`config.mk`:
```
export PLATFORM = sky130hd
export DESIGN_NAME = pair_scan_controller
export DESIGN_NICKNAME = d
export VERILOG_FILES = /design/src/rtl/pair_scan_controller_pkg.sv /design/src/rtl/pair_scan_controller_pair_detector.sv /design/src/rtl/pair_scan_controller.sv
export SDC_FILE = /design/constraint.sdc
export NUM_CORES = 1
export LEC_CHECK = 0
export ABC_AREA = 1
export ABC_CLOCK_PERIOD_IN_PS = 1800
export CAP_MARGIN = 25
export CORE_MARGIN = 3
export CORE_UTILIZATION = 51
export DETAILED_ROUTE_END_ITERATION = 10
export PLACE_DENSITY = 0.83
export SYNTH_ARGS = -nofsm -noshare
export SYNTH_HDL_FRONTEND = slang
export SYNTH_HIERARCHICAL = 1
export SYNTH_SLANG_ARGS = --single-unit
export TNS_END_PERCENT = 5
```
`constraint.sdc`:
```
create_clock -name clock -period 1.8 [get_ports clock]
set_input_delay 0.36 -clock clock [delete_from_list [all_inputs] [get_ports clock]]
set_output_delay 0.36 -clock clock [all_outputs]
set_load 0.02 [all_outputs]
```
`src/rtl/pair_scan_controller_pkg.sv`:
```
// Shared encodings and detector transition helpers for the pair scan controller.
package pair_scan_controller_pkg;

  localparam int DEFAULT_WIDTH = 16;

  // Detector states: S0 no pending bit, L1 last bit was 1, L0 last bit was 0.
  typedef enum logic [1:0] {
    DET_S0 = 2'b00,
    DET_L1 = 2'b01,
    DET_L0 = 2'b10
  } det_state_e;

  typedef enum logic [1:0] {
    CTL_IDLE  = 2'b00,
    CTL_SCAN  = 2'b01,
    CTL_FLUSH = 2'b10,
    CTL_DONE  = 2'b11
  } ctl_state_e;

  // Next detector state for one strobed bit. A completed pair returns to S0,
  // which is what keeps matches from overlapping.
  function automatic det_state_e det_next(input det_state_e cur, input logic b);
    det_state_e nxt;
    case (cur)
      DET_S0:  nxt = b ? DET_L1 : DET_L0;
      DET_L1:  nxt = b ? DET_S0 : DET_L0;
      DET_L0:  nxt = b ? DET_L1 : DET_S0;
      default: nxt = DET_S0;
    endcase
    return nxt;
  endfunction

  // Mealy output: the strobed bit completes a 00 or 11 pair.
  function automatic logic det_match(input det_state_e cur, input logic b);
    logic m;
    case (cur)
      DET_L1:  m = b;
      DET_L0:  m = ~b;
      default: m = 1'b0;
    endcase
    return m;
  endfunction

endpackage

```
`src/rtl/pair_scan_controller_pair_detector.sv`:
```
// Bit-serial 00/11 pair detector with a registered match output.
//
// state | meaning
// S0    | no pending bit (start, or a pair just completed)
// L1    | last strobed bit was 1, waiting for its partner
// L0    | last strobed bit was 0, waiting for its partner
module pair_detector
  import pair_scan_controller_pkg::*;
(
  input  logic clock,
  input  logic reset,
  input  logic clear,
  input  logic en,
  input  logic in,
  output logic match
);

  det_state_e state_q, state_d;
  logic       match_q, match_d;

  // State and match registers; clear has the same effect as reset.
  always_ff @(posedge clock) begin
    if (reset) begin
      state_q <= DET_S0;
      match_q <= 1'b0;
    end else begin
      state_q <= state_d;
      match_q <= match_d;
    end
  end

  // Next state: advance only on strobed bits.
  always_comb begin
    state_d = state_q;
    if (clear) begin
      state_d = DET_S0;
    end else if (en) begin
      state_d = det_next(state_q, in);
    end
  end

  // Match is only raised for a strobed bit, so it drops after any idle cycle.
  always_comb begin
    match_d = 1'b0;
    if (!clear && en) begin
      match_d = det_match(state_q, in);
    end
  end

  assign match = match_q;

endmodule

```
`src/rtl/pair_scan_controller.sv`:
```
// Word-to-bit-serial sequencer around pair_detector: accepts a word, shifts it
// LSB-first into the detector, counts matches and returns the count.
//
// state | meaning
// IDLE  | ready for a word
// SCAN  | one bit strobed into the detector per cycle
// FLUSH | no strobe; the last bit's match lands and is counted
// DONE  | count final, held until the consumer takes it
module pair_scan_controller
  import pair_scan_controller_pkg::*;
#(
  parameter int WIDTH = DEFAULT_WIDTH,
  parameter int CNT_W = $clog2(WIDTH + 1)
) (
  input  logic             clock,
  input  logic             reset,
  input  logic             load_valid,
  output logic             load_ready,
  input  logic [WIDTH-1:0] load_data,
  input  logic             abort,
  output logic             bit_out,
  output logic             bit_strobe,
  output logic             match_pulse,
  output logic [CNT_W-1:0] det_count,
  output logic             done_valid,
  input  logic             done_ready
);

  localparam int             IDX_W    = $clog2(WIDTH);
  localparam logic [IDX_W-1:0] LAST_IDX = IDX_W'(WIDTH - 1);

  ctl_state_e       state_q, state_d;
  logic [WIDTH-1:0] shift_q, shift_d;
  logic [IDX_W-1:0] idx_q, idx_d;
  logic [CNT_W-1:0] count_q, count_d;

  logic accept;
  logic scan_abort;
  logic det_clear;
  logic det_hit;

  assign accept     = load_valid & load_ready;
  assign scan_abort = abort & ((state_q == CTL_SCAN) | (state_q == CTL_FLUSH));
  // Clearing on abort as well as accept guarantees the next word starts in S0.
  assign det_clear  = accept | scan_abort;

  // Controller state register.
  always_ff @(posedge clock) begin
    if (reset) begin
      state_q <= CTL_IDLE;
    end else begin
      state_q <= state_d;
    end
  end

  // Controller next-state logic.
  always_comb begin
    state_d = state_q;
    case (state_q)
      CTL_IDLE: begin
        if (accept) state_d = CTL_SCAN;
      end
      CTL_SCAN: begin
        if (abort)                 state_d = CTL_IDLE;
        else if (idx_q == LAST_IDX) state_d = CTL_FLUSH;
      end
      CTL_FLUSH: begin
        state_d = abort ? CTL_IDLE : CTL_DONE;
      end
      CTL_DONE: begin
        if (done_ready) state_d = CTL_IDLE;
      end
      default: state_d = CTL_IDLE;
    endcase
  end

  // Controller outputs decoded from the current state.
  always_comb begin
    load_ready = 1'b0;
    bit_strobe = 1'b0;
    bit_out    = 1'b0;
    done_valid = 1'b0;
    case (state_q)
      CTL_IDLE: load_ready = 1'b1;
      CTL_SCAN: begin
        bit_strobe = 1'b1;
        bit_out    = shift_q[0];
      end
      CTL_DONE: done_valid = 1'b1;
      default: ;
    endcase
  end

  // Datapath registers: shift register, bit index, match count.
  always_ff @(posedge clock) begin
    if (reset) begin
      shift_q <= '0;
      idx_q   <= '0;
      count_q <= '0;
    end else begin
      shift_q <= shift_d;
      idx_q   <= idx_d;
      count_q <= count_d;
    end
  end

  // Datapath next values; the count keeps its value through DONE and IDLE
  // until the next word is accepted.
  always_comb begin
    shift_d = shift_q;
    idx_d   = idx_q;
    count_d = count_q;
    if (accept) begin
      shift_d = load_data;
      idx_d   = '0;
      count_d = '0;
    end else if (scan_abort) begin
      idx_d   = '0;
      count_d = '0;
    end else begin
      if (state_q == CTL_SCAN) begin
        shift_d = {1'b0, shift_q[WIDTH-1:1]};
        idx_d   = idx_q + IDX_W'(1);
      end
      if (((state_q == CTL_SCAN) || (state_q == CTL_FLUSH)) && det_hit) begin
        count_d = count_q + CNT_W'(1);
      end
    end
  end

  pair_detector u_det (
    .clock (clock),
    .reset (reset),
    .clear (det_clear),
    .en    (bit_strobe),
    .in    (bit_out),
    .match (det_hit)
  );

  assign match_pulse = det_hit;
  assign det_count   = count_q;

endmodule

```
; ---- After elaboration in Yosys (flattened, before gate mapping)
; Cells that the tools add are included.
[classes]
n_addsub = 2
bitwise = 6
mux = 18
eq_ne = 10
n_reduce_logical = 12
[op_table]
columns = operator, count
row1 = $mux 16, 3
row2 = $mux 2, 7
row3 = $pmux 2 s4, 1
row4 = $eq 2x2->1 const B, 3
row5 = $ne 2x2->1 const B, 3
row6 = $pmux 2 s3, 1
row7 = $add 5x1->5 const B, 1
row8 = $mux 1, 5
row9 = $add 4x1->4 const B, 1
row10 = $eq 2x1->1 const B, 2
row11 = $eq 4x4->1 const B, 1
row12 = $logic_not 2->1, 2
row13 = $reduce_or 2->1, 2
row14 = $ne 3x2->1 const B, 1
row15 = $reduce_and 3->1, 1
row16 = $reduce_or 3->1, 1
row17 = $and 1x1->1, 2
row18 = $logic_and 1x1->1, 2
row19 = $not 1->1, 2
row20 = $or 1x1->1, 2
row21 = $pmux 1 s2, 1
row22 = $reduce_and 2->1, 1
row23 = $reduce_bool 2->1, 1
row24 = $logic_not 1->1, 1
row25 = $logic_or 1x1->1, 1
[totals]
input_bits = 21
reg_bits = 30
output_inout_bits = 10

; ---- Logic depth before layout (Yosys ltp)
; Gate-level depths: netlist (run 1).
[depth]
ltp_word = 8
depth_mapped = 9
mapped_depth_nobuf = 9

; ---- Cells and area by module
; The synthesis (run 1) kept the hierarchy.
[modules_own_cells]
columns = mod, area_each_um2, cells_per_inst, seq_area_each_um2, instances
row1 = pair_scan_controller, 1423.9, 204, 540.5, 1
row2 = pair_detector, 131.4, 18, 60.1, 1

; ---- Worst setup path before layout (run 1)
; OpenSTA, ideal clock, no wires.
[synth_path]
path_kind = register to register
startpoint = register, netlist name state_q[1]
endpoint = register shift_q[10]
required_time_ns = 1.684
period_less_slack_ns = 1.481
t_arrival_ns = 1.365
path_slack_ns = 0.319
n_path_buf = 1
path_stages_with_launch = 9
setup_time_ns = 0.116
cell_sequence = dfxtp_1 inv_1 ha_1 nand2_1 nand2_4 inv_4 buf_6 nor2_1 nor2_1
[synth_lines]
columns = element, line_no
row1 = end signal: assignment, pair_scan_controller.sv:101  ; shift_q <= shift_d;
row2 = end: declaration, pair_scan_controller.sv:33  ; logic [WIDTH-1:0] shift_q, shift_d;

; ---- Worst setup path in the final report (run 1)
[layout_path]
startpoint = register count_q[2], in the netlist det_count[2]
endpoint = output det_count[2]
[layout_lines]
columns = element, line_no
row1 = start: declaration, pair_scan_controller.sv:35  ; logic [CNT_W-1:0] count_q, count_d;
row2 = start signal: assignment, pair_scan_controller.sv:103  ; count_q <= count_d;
row3 = end: declaration, pair_scan_controller.sv:24  ; output logic [CNT_W-1:0] det_count,
; No word-level cell between the ends.

==> impl_results.md, run 1 <==
* Status: finished clean
* Pin count of the biggest net entering global routing at 19
* Clock power share at 14.5%
* Clock transition at path regs at 0.08 ns
* Die height at 61.2 µm
* Chip Width at 61.2 µm
* Final worst-path cycle share at 96.0%
* Starting density of the core at 55.0%
* Synth top area share at 38.6%
* Ys Warns at 6
* Synth area leaders: dfxtp_1 39%, nand2_1 14%, nor2_1 12%
* Worst path cell trace: clkdlybuf4s50_1
* Die area at 3750 µm²
* Wire per inst at 10.1 µm
* Critical Path Sink: det_count[2]
* Seq pwr share at 37.4%
* Vias in the first global route at 1248
* FF-to-FF setup slack at 0.27 ns
* CP top delay family: buffers and inverters
* Ant diodes at 0
* Root Buffer Master: clkbuf_4
* Area delta synth->final at 23.4%
* DRT iter0 DRCs at 45
* Critical path origin: det_count[2]
* Cts-stage hold buffer count at 0
* TritonCTS buffer count at 5
* Setup TNS at 0 ns
* Static Leak at 0.000895 µW
* NetSw at 1110 µW
* Worst clock skew at 0.00137 ns
* Internal power at 1530 µW
* Resized Gates After CTS at 5
* Synth cell types at 27
* FF-to-FF Start: state_q[1]
* Worst Setup End Kind: output pin
* Gpl congestion at 0.747
* Unrepaired setup endpoints after global routing: false
* Combinational Power Share at 48.1%
* Slew HR at 85.0%
* Max Transition Viols Final at 0
* Most frequent cells in the layout: 59 x nand2_1, 49 x nor2_1, 29 x dfxtp_1, 26 x clkdlybuf4s50_1, 16 x o21ai_0
* H-tree depth at 2
* CP bufs+invs at 1
* Cells after DPL at 282
* GRT overflow at 0
* CP max FO at 6
* Number of vias in the routed layout at 1418
* Critical Path Slowest Stage Cell: clkdlybuf4s50_1
* Tmin final at 1.73 ns
* Peak supply drop at 0.883 mV
* Cells on worst reg2reg path at 8
* Clk sinks at 30
* First-pass GRT wire length at 5060 µm
* Seq/Total Area, Yosys at 38.6%
* Synth area leader: dfxtp_1
* Final cell count without fillers at 288
* Post-route DRC at 0
* Hold slack at 0.498 ns
* Data arrival, critical path at 1.37 ns
* Max Fclk at 0.579 GHz
* GRT Total Usage at 18.3%
* Post-CTS Setup Bufs at 0
* Core Footprint at 2830 µm²
* Final Hold Viols at 0
* Pwr dens at 1370 nW/µm²
* CP Launch Type: flop
* Maximum root-to-sink buffer count at 2
* # setup viols final at 0
* Ports at 31
* Post-Synthesis Cell Area at 1560 µm²
* Worst Max-Slew Pin Slew at 0.224 ns
* Final Net Count at 287
* First-pass iteration count of the detailed router at 4
* Worst hold path type: reg -> reg
* DP HPWL at 2110 µm
* Switching part of the total at 42.1%
* Via-per-instance ratio at 4.92
* Mapped Cells at 222
* Crit Reg-Reg Endpoint: shift_q[15]
* Share of cells above drive strength 1 at 12.1%
* Row count at 19
* Commonest non-fill, non-tap cell in the layout: nand2_1
* Critical Path RT at 1.44 ns
* Cell depth of the worst setup path at 1
* Routed Wire Length at 2920 µm
* Synth Net Count at 251
* Syn_area_per_cell at 7.01 µm²
* MaxCap Viol Count at 0
* Port-buffer cells at 30
* Clock Latency Late Sink at 0.32 ns
* WS Path Type: reg -> out
* Post-route ant nets at 0
* Initial antenna violation count at 0
* CTS tree: done
* Yosys reg bits at 30
* CP peak stage delay at 0.64 ns
[cells by family after synthesis]
| logic type | Yosys count | share of synthesized area, % |
|---|---|---|
| xor+xnor | 4 | 2.25 |
| mux | 1 | 0.644 |
| fa+ha+maj | 8 | 6.44 |
| simple gates | 130 | 35.2 |
| flops | 30 | 38.6 |
| buf+inv | 23 | 8.04 |
| compound gates | 26 | 8.85 |
[cells in the mapped netlist]
library cell / instances
nand2_1: 59
nor2_1: 49
dfxtp_1: 30
o21ai_0: 16
inv_1: 15
nand2_2: 10
ha_1: 8
nand3_1: 5
a21oi_1: 4
o21ai_1: 3
buf_4: 2
nand2_4: 2
nand4_1: 2
nor2_2: 2
xnor2_1: 2
xor2_1: 2
a21o_1: 1
a21oi_2: 1
a31oi_1: 1
buf_12: 1
buf_6: 1
clkbuf_1: 1
inv_2: 1
inv_4: 1
inv_6: 1
mux2i_1: 1
or2_2: 1
[stage by stage]
stage | total power (µW) | setup WS (ns) | utilization [%] | area [µm²]
6_report | 2640 | 0.0728 | 67.8 | 1920
5_1_grt | 2910 | 0.00462 | 67.8 | 1920
4_1_cts | 2660 | 0.0194 | 67.9 | 1920
3_5_place_dp | 2290 | 0.102 | 66.3 | 1870
3_3_place_gp | 2270 | 0.102 | 66.3 | 1870
2_1_floorplan | 2040 | 0.319 | - | 1560
[how the worst min path moves through the flow]
stage          cells after the start    startpoint  slack, ns            to
2_1_floorplan                      2    shift_q[5]       0.46    shift_q[5]
3_3_place_gp                       2  det_count[4]       0.48  det_count[4]
3_5_place_dp                       2  det_count[4]       0.48  det_count[4]
4_1_cts                            2   u_det/match       0.50  det_count[1]
5_1_grt                            2  det_count[4]       0.53  det_count[4]
6_report                           2   u_det/match       0.50  det_count[1]
[registers in the layout, indices dropped and copies added, names as in the netlist]
signal         flops
shift_q           16
u_det/match        1
idx_q              4
det_count          5
u_det/state_q      2
state_q            2
[power by group through the flow]
| stage | Combinational, µW | Clock [µW] | Sequential (µW) |
|---|---|---|---|
| after floorplan | 1060 | 0 | 974 |
| after global placement | 1280 | 0 | 991 |
| after detailed placement | 1290 | 0 | 996 |
| after CTS | 1280 | 401 | 984 |
| after global routing | 1470 | 426 | 1010 |
| final | 1270 | 382 | 986 |
[metal layers]
metal	track usage [%]	routed length [µm]
met3	5.03	147
met4	9.29	48
met1	21.1	1340
met2	30.8	1390
met5	0	0
[final cells by class]
class / count / area (µm²)
repair buffers: 34 / 323
fillers: 260 / 910
multi-input cells: 169 / 830
flip-flops and latches: 30 / 602
clock buffers: 6 / 51.3
inverters: 18 / 75.1
well taps: 31 / 38.8
Note: power is estimated with default switching activity, not from simulation.
==> run 2, diff against run 1 <==
--- a/config.mk
+++ b/config.mk
@@ -6,12 +6,13 @@
 export NUM_CORES = 1
 export LEC_CHECK = 0
 export ABC_AREA = 1
-export ABC_CLOCK_PERIOD_IN_PS = 1800
+export ABC_CLOCK_PERIOD_IN_PS = 1500
 export CAP_MARGIN = 25
+export CORE_ASPECT_RATIO = 1.2
 export CORE_MARGIN = 3
-export CORE_UTILIZATION = 51
+export CORE_UTILIZATION = 46
 export DETAILED_ROUTE_END_ITERATION = 10
-export PLACE_DENSITY = 0.83
+export PLACE_DENSITY = 0.79
 export SYNTH_ARGS = -nofsm -noshare
 export SYNTH_HDL_FRONTEND = slang
 export SYNTH_HIERARCHICAL = 1
==> constraint.sdc (replaced) <==
create_clock -name clock -period 1.5 [get_ports clock]
set_input_delay 0.3 -clock clock [delete_from_list [all_inputs] [get_ports clock]]
set_output_delay 0.3 -clock clock [all_outputs]
set_load 0.02 [all_outputs]
==> run 2 against run 1 <==
Net effect:
- the run now ends with setup timing left
- via count grew 8.1%
- die area increased by 9.9%
- clock skew up 0.011 ns
- non-clock buffer count grew 14
- flip-flop and latch count unchanged
- sequential share of layout area is 4.0 points lower
- worst hold slack improved by 0.0065 ns
- critical path depth rose by 4
- wire length rose by 21%
- worst setup slack worse by 0.11 ns
- count of clock-buffer cells in the layout rose by 2
- critical endpoint is now bit_out
- highest routed layer unchanged
==> impl_results.md, run 2 (same netlist as run 1, synthesis figures left out) <==
* Cts-stage hold buffer count at 0 (unchanged)
* Gpl congestion at 0.789 (+5.7%)
* # setup viols final at 5 (+5)
* Worst slack, placed at -0.182 ns (-0.283 ns)
* Max Transition Viols Final at 0 (unchanged)
* Most frequent cells in the layout: 56 x nand2_1, 47 x nor2_1, 28 x dfxtp_1, 20 x clkdlybuf4s50_1, 13 x buf_4
* Area delta synth->final at 42.2%
* Worst Setup End Kind: output pin
* Vias in the first global route at 1351 (+8.3%)
* Critical Path Sink: bit_out
* Number of vias in the routed layout at 1533 (+8.1%)
* CP max FO at 4 (-2)
* Final Net Count at 301 (+4.9%)
* Hold path cells at 2 (unchanged)
* Critical Path Slowest Stage Cell: dfxtp_4
* TritonCTS buffer count at 5 (unchanged)
* Cells after DPL at 299 (+6.0%)
* WS Path Type: reg -> out
* Wire per inst at 11.4 µm (+12%)
* Final Util at 70.5% (+2.6 points)
* Final cell count without fillers at 309 (+7.3%)
* DRT iter0 DRCs at 66 (+47%)
* Via-per-instance ratio at 4.96 (+0.76%)
* Die area at 4120 µm² (+9.9%)
* Tmin final at 1.54 ns
* Unrepaired setup endpoints after global routing: true
* Data arrival, critical path at 1.24 ns (-0.13 ns)
* Pin count of the biggest net entering global routing at 19 (unchanged)
* Final worst-path cycle share at 102%
* Max reg flops at 16 (unchanged)
* Routed Wire Length at 3530 µm (+21%)
* H-tree depth at 2 (unchanged)
* Core Footprint at 3140 µm² (+11%)
* Clock transition at path regs at 0.10 ns (+0.02 ns)
* GRT overflow at 0 (unchanged)
* Cell depth of the worst setup path at 5 (+4)
* Most frequent CP cell: buf_6
* Worst path cell trace: buf_6, ha_4, nand2_2, inv_2, buf_6
* CTS tree: done
* Share of cells above drive strength 1 at 25.6% (+14 points)
* MaxCap Viol Count at 0 (unchanged)
* Static Leak at 0.00104 µW (+16%)
* Post-route DRC at 0 (unchanged)
* Clock Latency Late Sink at 0.35 ns (+0.03 ns)
* CP top delay family: flip-flops
* FF-to-FF Start: state_q[0]
* FF-to-FF setup slack at -0.01 ns (-0.28 ns)
* Worst hold path type: reg -> reg
* Starting density of the core at 49.6% (-5.4 points)
* CP Launch Type: flop
* Failing checks: setup timing
* Clk sinks at 30 (unchanged)
* Cells on worst reg2reg path at 8 (unchanged)
* Commonest non-fill, non-tap cell in the layout: nand2_1
* DP HPWL at 2450 µm (+16%)
* Slew HR at 81.8% (-3.2 points)
* Critical path origin: state_q[0]
* Initial antenna violation count at 0 (unchanged)
* Ports at 31 (unchanged)
* Status: complete, but fails checks
* Final Hold Viols at 0 (unchanged)
* Post-route ant nets at 0 (unchanged)
* Die height at 69.7 µm (+14%)
* Row count at 22 (+3)
* Hold slack at 0.505 ns (+0.00653 ns)
* Chip Width at 59.1 µm (-3.5%)
* Ant diodes at 0 (unchanged)
* Peak supply drop at 1.52 mV (+72%)
* Worst clock skew at 0.0122 ns (+0.0108 ns)
* CP peak stage delay at 0.38 ns (-0.26 ns)
* Port-buffer cells at 30 (unchanged)
* GRT Total Usage at 17.5% (-0.76 points)
* Critical Path RT at 1.20 ns (-0.24 ns)
* Maximum root-to-sink buffer count at 2 (unchanged)
* Setup TNS at -0.0907 ns (-0.0907 ns)
* Root Buffer Master: clkbuf_4
* Worst Max-Slew Pin Slew at 0.272 ns (+0.0477 ns)
* Max Fclk at 0.651 GHz
* Post-route setup slack at -0.0357 ns (-0.109 ns)
* CP bufs+invs at 3 (+2)
* Crit Reg-Reg Endpoint: shift_q[15]
* First-pass GRT wire length at 5540 µm (+9.6%)
* Largest Register: shift_q
* First-pass iteration count of the detailed router at 4 (unchanged)
* Pwr dens at 1830 nW/µm² (+33%)
-- run 2: cell count changes in the layout (fill, tap and decap cells not counted), sizes merged --
cell           change
clkdlybuf4s50      -6
clkinvlp           +1
dlygate4sd2        +4
inv                -1
buf               +18
clkbuf             +1
clkdlybuf4s15      -1
-- run 2: report_power, final --
group / internal [µW] / switching [µW] / total [µW]
clock network: 320 / 292 / 611
registers: 1060 / 185 / 1250
logic: 1000 / 1190 / 2190
total: 2380 / 1660 / 4050
-- run 2: worst min path at each step --
stage                  startpoint            to  slack [ns]
finish               det_count[1]  det_count[1]        0.50
global route         det_count[1]  det_count[1]        0.53
CTS                   u_det/match  det_count[1]        0.51
detailed placement   det_count[4]  det_count[4]        0.49
global placement     det_count[4]  det_count[4]        0.47
floorplan           load_data[15]   shift_q[15]        0.44
-- run 2: final cells by class --
| type | count | area, µm² |
|---|---|---|
| fill | 275 | 927 |
| tap | 36 | 45.0 |
| clock buffer | 8 | 78.8 |
| multi-input combinational | 169 | 935 |
| timing repair buffer | 48 | 465 |
| inverter | 18 | 81.3 |
| sequential | 30 | 606 |
-- run 2: through the flow --
stage	instance area, µm²	total power [µW]
3_3_place_gp	2010	3010
3_5_place_dp	2010	3060
5_1_grt	2210	4370
6_report	2210	4050
2_1_floorplan	1560	2440
4_1_cts	2070	3660
-- run 2: worst register-to-register path, stage by stage (launching register included) --
cell and delay, ns:
dfxtp_4 0.40, clkinvlp_4 0.14, ha_4 0.33, nand2_4 0.06, nand2_4 0.06, nand2_4 0.08
buf_12 0.15, o21ai_1 0.13, nor2_1 0.06
-- run 2: what timing repair did --
action                     in CTS  in global routing
hold endpoints to repair        0                  0
setup buffers                   0                  2
pin swaps                       0                  2
resized for setup              26                 47
setup endpoints to repair      28                 32
-- run 2: layer usage --
layer,share of wire [%],vias up,GRT usage [%]
met5,0,-,0
met4,3.1,0,9.82
met3,4.9,12,4.66
met2,52,35,31.0
met1,40,697,17.8
li1,-,789,-
